## src/rtl/rtc_time_counter.sv

```systemverilog
// 24-hour BCD time-of-day counter with a 1 Hz prescaler, validated time load
// and one-cycle nested rollover strobes. All outputs come straight from flops.
module rtc_time_counter #(
  parameter int unsigned TICK_DIV = 100000000
) (
  input  logic       clk,
  input  logic       rst,
  input  logic       run,
  input  logic       load,
  input  logic [7:0] set_hh,
  input  logic [7:0] set_mm,
  input  logic [7:0] set_ss,
  output logic [7:0] hh,
  output logic [7:0] mm,
  output logic [7:0] ss,
  output logic       sec_pulse,
  output logic       min_wrap,
  output logic       hour_wrap,
  output logic       day_wrap,
  output logic       load_err
);

  localparam int unsigned PW = (TICK_DIV > 1) ? $clog2(TICK_DIV) : 1;
  localparam logic [PW-1:0] PRESC_LAST = PW'(TICK_DIV - 1);

  // Packed BCD with legal nibbles orders the same as its numeric value.
  function automatic logic bcd_ok(input logic [7:0] v, input logic [7:0] max_v);
    return (v[7:4] <= 4'd9) && (v[3:0] <= 4'd9) && (v <= max_v);
  endfunction

  // Returns {carry, next value}; wraps to 00 once max_v is reached.
  function automatic logic [8:0] bcd_inc(input logic [7:0] v, input logic [7:0] max_v);
    logic [3:0] tens_inc;
    logic [3:0] units_inc;
    tens_inc  = v[7:4] + 4'd1;
    units_inc = v[3:0] + 4'd1;
    if (v == max_v) begin
      return {1'b1, 8'h00};
    end else if (v[3:0] == 4'd9) begin
      return {1'b0, tens_inc, 4'd0};
    end else begin
      return {1'b0, v[7:4], units_inc};
    end
  endfunction

  logic [PW-1:0] presc_q, presc_d;
  logic [7:0]    hh_q, hh_d, mm_q, mm_d, ss_q, ss_d;
  logic          sec_q, sec_d, min_q, min_d, hour_q, hour_d, day_q, day_d;
  logic          err_q, err_d;
  logic          tick_s, load_ok_s;
  logic [8:0]    ss_inc_s, mm_inc_s, hh_inc_s;

  assign tick_s    = run && (presc_q == PRESC_LAST);
  assign load_ok_s = bcd_ok(set_hh, 8'h23) && bcd_ok(set_mm, 8'h59) && bcd_ok(set_ss, 8'h59);
  assign ss_inc_s  = bcd_inc(ss_q, 8'h59);
  assign mm_inc_s  = bcd_inc(mm_q, 8'h59);
  assign hh_inc_s  = bcd_inc(hh_q, 8'h23);

  // Next-state: load has priority and swallows any coincident tick.
  always_comb begin
    presc_d = presc_q;
    hh_d    = hh_q;
    mm_d    = mm_q;
    ss_d    = ss_q;
    err_d   = err_q;
    sec_d   = 1'b0;
    min_d   = 1'b0;
    hour_d  = 1'b0;
    day_d   = 1'b0;
    if (load) begin
      if (load_ok_s) begin
        hh_d    = set_hh;
        mm_d    = set_mm;
        ss_d    = set_ss;
        presc_d = '0;
        err_d   = 1'b0;
      end else begin
        err_d   = 1'b1;
      end
    end else if (run) begin
      if (tick_s) begin
        presc_d = '0;
        sec_d   = 1'b1;
        ss_d    = ss_inc_s[7:0];
        min_d   = ss_inc_s[8];
        if (ss_inc_s[8]) begin
          mm_d   = mm_inc_s[7:0];
          hour_d = mm_inc_s[8];
          if (mm_inc_s[8]) begin
            hh_d  = hh_inc_s[7:0];
            day_d = hh_inc_s[8];
          end else begin
            hh_d  = hh_q;
          end
        end else begin
          mm_d = mm_q;
        end
      end else begin
        presc_d = presc_q + PW'(1);
      end
    end else begin
      presc_d = presc_q;
    end
  end

  // State and output registers with asynchronous reset.
  always_ff @(posedge clk or posedge rst) begin
    if (rst) begin
      presc_q <= '0;
      hh_q    <= 8'h00;
      mm_q    <= 8'h00;
      ss_q    <= 8'h00;
      sec_q   <= 1'b0;
      min_q   <= 1'b0;
      hour_q  <= 1'b0;
      day_q   <= 1'b0;
      err_q   <= 1'b0;
    end else begin
      presc_q <= presc_d;
      hh_q    <= hh_d;
      mm_q    <= mm_d;
      ss_q    <= ss_d;
      sec_q   <= sec_d;
      min_q   <= min_d;
      hour_q  <= hour_d;
      day_q   <= day_d;
      err_q   <= err_d;
    end
  end

  assign hh        = hh_q;
  assign mm        = mm_q;
  assign ss        = ss_q;
  assign sec_pulse = sec_q;
  assign min_wrap  = min_q;
  assign hour_wrap = hour_q;
  assign day_wrap  = day_q;
  assign load_err  = err_q;

endmodule
```

## config.mk

```make
export PLATFORM = sky130hd
export DESIGN_NAME = rtc_time_counter
export DESIGN_NICKNAME = d
export VERILOG_FILES = /design/src/rtl/rtc_time_counter.sv
export SDC_FILE = /design/constraint.sdc
export NUM_CORES = 1
export LEC_CHECK = 0
export ABC_AREA = 1
export BUFFER_PORTS_ARGS = -buffer_cell sky130_fd_sc_hd__buf_2
export CORE_ASPECT_RATIO = 0.9
export CORE_MARGIN = 2
export CORE_UTILIZATION = 35
export DETAILED_ROUTE_END_ITERATION = 10
export GPL_TIMING_DRIVEN = 0
export HOLD_SLACK_MARGIN = 0.15
export PLACE_DENSITY = 0.51
export SYNTH_ARGS = -nofsm -noshare
export SYNTH_HDL_FRONTEND = slang
export SYNTH_SLANG_ARGS = --single-unit
```

## constraint.sdc

```tcl
create_clock -name clk -period 4.7 [get_ports clk]
set_input_delay 0.705 -clock clk [delete_from_list [all_inputs] [get_ports clk]]
set_output_delay 0.705 -clock clk [all_outputs]
set_load 0.02 [all_outputs]
```

* Word-level counts from Yosys, hierarchy flattened
Cells that the tools add are included.
Word-level totals: register bits 56, bits of input ports 28, output and inout port bits 29, logic and storage cells 100
Operators by class: $add $sub $neg 7, magnitude comparators 9, equality and inequality tests 8, mux-type cells 41, reduce and logical (&&, ||, !) cells 23
Operator list (number):
- $mux W8 | 18
- $mux W27 | 4
- $add A27 B1 Y27 const B | 1
- $eq A27 B27 Y1 const B | 1
- $mux W9 | 3
- $add A4 B1 Y4 const B | 6
- $le A4 B4 Y1 const B | 6
- $eq A8 B7 Y1 const B | 2
- $le A8 B7 Y1 const B | 2
- $mux W1 | 16
- $eq A4 B4 Y1 const B | 3
- $reduce_and A5 Y1 | 2
- $logic_and A1 B1 Y1 | 9
- $reduce_bool A3 Y1 | 3
- $eq A8 B6 Y1 const B | 1
- $le A8 B6 Y1 const B | 1
- $reduce_and A4 Y1 | 2
- $reduce_bool A2 Y1 | 4
- $reduce_and A6 Y1 | 1
- $reduce_and A3 Y1 | 1
- $ne A2 B1 Y1 const B | 1
- $reduce_and A2 Y1 | 1

* Depth between registers and ports, before layout
depth in word-level cells 8, depth in mapped cells 12

* Worst setup path after synthesis
Ideal clock, no wire load.
path kind input to register, start point input set_mm[2], end point register hh_q[4], in the netlist hh[4], library setup time 0.118 ns, arrival 1.689 ns, slack 2.893 ns, stages on the path 9, cells stage by stage o21ai_0 nand2_1 nor2_1 nand3_1 nand2_1 buf_2 nand4_1 nand2_1 nand2_1
Between the ends: cells in the longest elaborated chain, start to end 7, elaborated cells on any way between the ends 8, classes of those cells order compare (2); eq/ne (1); reduce/logical (5)
Ends and longest elaborated chain:
- start: declaration | line 11 | input logic [7:0] set_mm,
- parallel branches: the longest is 2 deep, another holds $le A8 B7 Y1
- $logic_and A1 B1 Y1 (*) | line 28 | return (v[7:4] <= 4'd9) && (v[3:0] <= 4'd9) && (v <= max_v);
- $logic_and A1 B1 Y1 (*) (2 in series) | line 54 | assign load_ok_s = bcd_ok(set_hh, 8'h23) && bcd_ok(set_mm, 8'h59) && bcd_ok(set_ss, 8'h59);
- $ne A2 B1 Y1 (no line) (*)
- $reduce_and A6 Y1 (no line) (*)
- end signal: assignment | line 120 | hh_q <= hh_d;
- end: declaration | line 47 | logic [7:0] hh_q, hh_d, mm_q, mm_d, ss_q, ss_d;
Every way passes the cells marked *. A chain may end at the register's enable or synchronous reset.

* Final worst setup path
start point register presc_q[0], end point register presc_q[22]
Between the ends: cells in the longest elaborated chain, start to end 5, elaborated cells on any way between the ends 6, classes of those cells add/sub (1); eq/ne (1); mux (3); reduce/logical (1)
Ends and longest elaborated chain:
- start: declaration | line 46 | logic [PW-1:0] presc_q, presc_d;
- start signal: assignment | line 119 | presc_q <= presc_d;
- parallel branches: the longest is 2 deep, another holds $add A27 B1 Y27
- $mux W27 (*) | line 81 | if (tick_s) begin
- $mux W27 (*) | line 80 | end else if (run) begin
- $mux W27 (*) | line 70 | if (load) begin
Every way passes the cells marked *. The select of a mux whose other input is x is not followed.

==> out/summary.txt <==
OUTCOME
-------------------------------------------------------------------------------
Outcome                                                               completed

SYNTHESIS
-------------------------------------------------------------------------------
Number of warnings issued by yosys                                            0
Synthesized Nets                                                            586
Library cells used by synthesis                                              34
Syn avg cell area                                                     6.97 um^2
Number of instances in the synthesized netlist                              547
Summed instance area of the synthesized netlist                    0.00381 mm^2
Seq/Total Area, Yosys                                                     36.8%
Synth Register Bits                                                          56

FLOORPLANNING
-------------------------------------------------------------------------------
Site Rows                                                                    36
Overall die height                                                       103 um
Die Area                                                            0.0117 mm^2
Core area                                                           0.0107 mm^2
I/O pin total                                                                57
Initial Utilization                                                       35.5%
Horizontal die dimension                                                 114 um

CTS
-------------------------------------------------------------------------------
Setup bufs post-CTS                                                           0
Cells resized by post-CTS repair                                              0
Clk buf depth                                                                 2
Clock network latency to the later pin of the worst-skew pair           0.30 ns
TritonCTS clock tree                                                       done
Clock sink count                                                             56
Count of H-tree levels built during CTS                                       2
Number of buffers created by CTS                                              5
Clock Pin Slew Worst Setup and Hold Paths                               0.07 ns
Quantity of hold-fixing buffers added after cts                               0
Clock root buffer master                                              clkbuf_16

CELLS AND AREA
-------------------------------------------------------------------------------
Final layout net count                                                      650
Fraction of layout cells with a size suffix above 1                       15.4%
Number of inserted diodes                                                     0
Relative area change from synthesis to final layout                       16.2%
Post-Layout Cell Count                                                      745

DRT
-------------------------------------------------------------------------------
Final ANT Viol Nets                                                           0
Final wirelength                                                        11.1 mm
Final routed wire length divided by cell count                          14.8 um
Overall via count from detail_route                                       3,776
DRT Pass-1 Iters                                                              4
Vias per std cell                                                          5.07
Number of design rule violations left after detail routing                    0
Initial detailed-routing violation count                                    242

GRT
-------------------------------------------------------------------------------
Met3 track demand over resource                                           3.00%
Largest net degree at the start of global routing                            34
Global routing's busiest layer                                             met1
Final global-route overflow total                                             0
Initial antenna violation count                                               0
Met1 Use GR                                                               29.8%
Met2 global-route usage                                                   29.1%
Overall track demand over capacity in global routing                      19.6%
First-pass GRT wire length                                              18.0 mm
Vias in the first global route                                            3,480

SETUP PATH
-------------------------------------------------------------------------------
Data arrival at the endpoint of the critical path                       2.47 ns
Family with the most delay on the worst path                       simple AND/OR/NAND/NOR gates
Highest-delay cell along the critical path                              dfrtp_1
Origin of the critical flop-to-flop path                           presc_q[0]$_DFFE_PP0P_
Highest net fanout along the worst path                                       7
Cell-by-cell trace of the critical path                            ha_1, nand2_2, nor2_4, nand2_2, nor3_1, nand3_1, inv_1, nor2_1, nand3_1, nand2_1
Kind of launch point of the worst setup path                          flip-flop
Worst flop-to-flop path endpoint                                   presc_q[22]$_DFFE_PP0P_
Setup slack of the worst register-to-register path                      2.42 ns
Path type of the worst setup path                                  flip-flop to flip-flop
Nature of the critical path endpoint                                  flip-flop
Required time of the critical path                                      4.89 ns
Critical path buffer and inverter count                                       1
Cell depth of the worst flop-to-flop path                                    10
Maximum single-stage delay on the critical path                         0.51 ns

TIMING
-------------------------------------------------------------------------------
Final Hold Slack                                                       0.457 ns
Final number of max-transition violations                                     0
Fin crit share                                                            48.6%
Setup_tns                                                                  0 ns
Number of setup violations in the final report                                0
Worst Max-Slew Pin Slew                                                0.635 ns
Number of failing hold endpoints at the final stage                           0
RSZ-0062 raised after global routing                                         no
Min Clock Period, post-route                                            2.28 ns
Remaining max-slew budget at the tightest pin                             57.7%
Clock skew after layout                                              0.00633 ns
FMAX                                                                  0.438 GHz

MIN PATH
-------------------------------------------------------------------------------
HP Class                                                           input port to async pin

POWER AND IR DROP
-------------------------------------------------------------------------------
Pwr/cell area                                                       301 mW/mm^2
Clock network power share                                                 29.5%
Total internal power                                                     866 uW
Largest vdd supply drop                                                  137 uV
Gate power share                                                          24.4%
Relative contribution of sequential cells to total power                  46.1%
Leak pwr                                                             0.00206 uW
Proportion of total power due to net switching                            34.9%
Switching power total                                                    464 uW

PLACEMENT
-------------------------------------------------------------------------------
Final weighted congestion of routability-driven global placement          0.916
Detailed Place HPWL                                                     8.63 mm
Count of buffers from port buffering                                         56
# placed instances                                                          737

RUN
-------------------------------------------------------------------------------
Total of max-cap violations                                                   0

Yosys cell counts:
master,count,share of area [%]
nand3_2,1,0.26
xor2_1,11,2.5
nor2_1,67,6.6
xnor2_1,8,1.8
o21ai_1,1,0.13
nand3_1,55,7.2
clkinv_2,1,0.13
inv_2,3,0.30
o22ai_1,5,0.82
nor2_4,1,0.30
nor3_1,5,0.66
clkinv_4,1,0.23
nand4_2,1,0.33
and3_1,1,0.16
nand2_2,2,0.33
buf_1,1,0.098
dfrtp_1,56,37
a21oi_1,12,1.6
nor3b_2,1,0.33
nor4_1,1,0.16
nand4_1,17,2.8
buf_2,6,0.79
o21ai_4,2,0.85
o21bai_2,1,0.30
nor2_2,4,0.66
inv_1,40,3.9
nand3b_1,5,0.99
ha_1,11,3.6
nand2_1,175,17
nand3_4,1,0.46
buf_8,1,0.39
nand2_8,2,1.1
clkbuf_1,5,0.49
o21ai_0,43,5.6
layer usage:
metal / up-vias / routed length (um)
met5: - / 0
met4: 0 / 115
met3: 11 / 453
met2: 77 / 4610
met1: 1775 / 5870
li1: 1913 / -
how the worst max path moves through the flow:
stage                                      start                 endpoint  slack, ns  cells past startpoint
after CTS                 presc_q[0]$_DFFE_PP0P_  presc_q[22]$_DFFE_PP0P_       2.46                     10
final                     presc_q[0]$_DFFE_PP0P_  presc_q[22]$_DFFE_PP0P_       2.42                     10
after detailed placement               set_hh[6]   presc_q[4]$_DFFE_PP0P_       2.21                      8
after floorplan                              rst       day_wrap$_DFF_PP0_       2.62                      1
after global placement                       rst        hh[0]$_DFFE_PP0P_       1.71                      2
after global routing      presc_q[0]$_DFFE_PP0P_  presc_q[18]$_DFFE_PP0P_       2.16                     10
final cells by class:
cell class / count / area [um^2]
timing repair buffer: 57 / 300
clock buffer: 6 / 139
clock inverter: 2 / 10.0
fill: 1154 / 6290
multi-input combinational: 433 / 2170
tap: 133 / 166
buffer: 13 / 67.6
inverter: 45 / 175
sequential: 56 / 1400
through the flow:
step	setup WS, ns	utilization, %	instance area, um^2	power, uW
after floorplan	2.62	-	3810	827
after global placement	1.71	39.7	4260	941
after detailed placement	2.21	39.9	4280	948
after CTS	2.46	41.3	4430	1340
after global routing	2.16	41.3	4430	1420
final	2.42	41.3	4430	1330
kinds of logic after synthesis:
kind of cell	Yosys count	share of synthesized area [%]
simple gates	339	39.5
compound gates	64	9.33
flops	56	36.8
xor+xnor	19	4.37
buf+inv	58	6.37
fa+ha+maj	11	3.61
cell usage in the layout (no fill, tap or decap):
cell type and count:
a21oi_1 12, and3_1 1, buf_1 1, buf_12 1
buf_2 62, buf_8 1, clkbuf_1 5, clkbuf_16 5
clkbuf_8 1, clkinv_2 3, clkinv_4 1, dfrtp_1 56
ha_1 11, inv_1 39, inv_2 4, nand2_1 175
nand2_2 2, nand2_8 2, nand3_1 55, nand3_2 1
nand3_4 1, nand3b_1 5, nand4_1 17, nand4_2 1
nor2_1 67, nor2_2 4, nor2_4 1, nor3_1 5
nor3b_2 1, nor4_1 1, o21ai_0 43, o21ai_1 1
o21ai_4 2, o21bai_2 1, o22ai_1 5, xnor2_1 8
xor2_1 11
registers in the layout, indices dropped and copies added (netlist names):
register,count
day_wrap,1
hour_wrap,1
sec_pulse,1
hh,8
mm,8
load_err,1
min_wrap,1
ss,8
presc_q,27
power by group through the flow:
| stage | clock, uW | combinational [uW] | sequential (uW) |
|---|---|---|---|
| after floorplan | 0 | 171 | 656 |
| after global placement | 0 | 321 | 620 |
| after detailed placement | 0 | 326 | 622 |
| after CTS | 403 | 328 | 613 |
| after global routing | 424 | 367 | 626 |
| final | 393 | 324 | 613 |
Power figures use the tool's default switching activity.
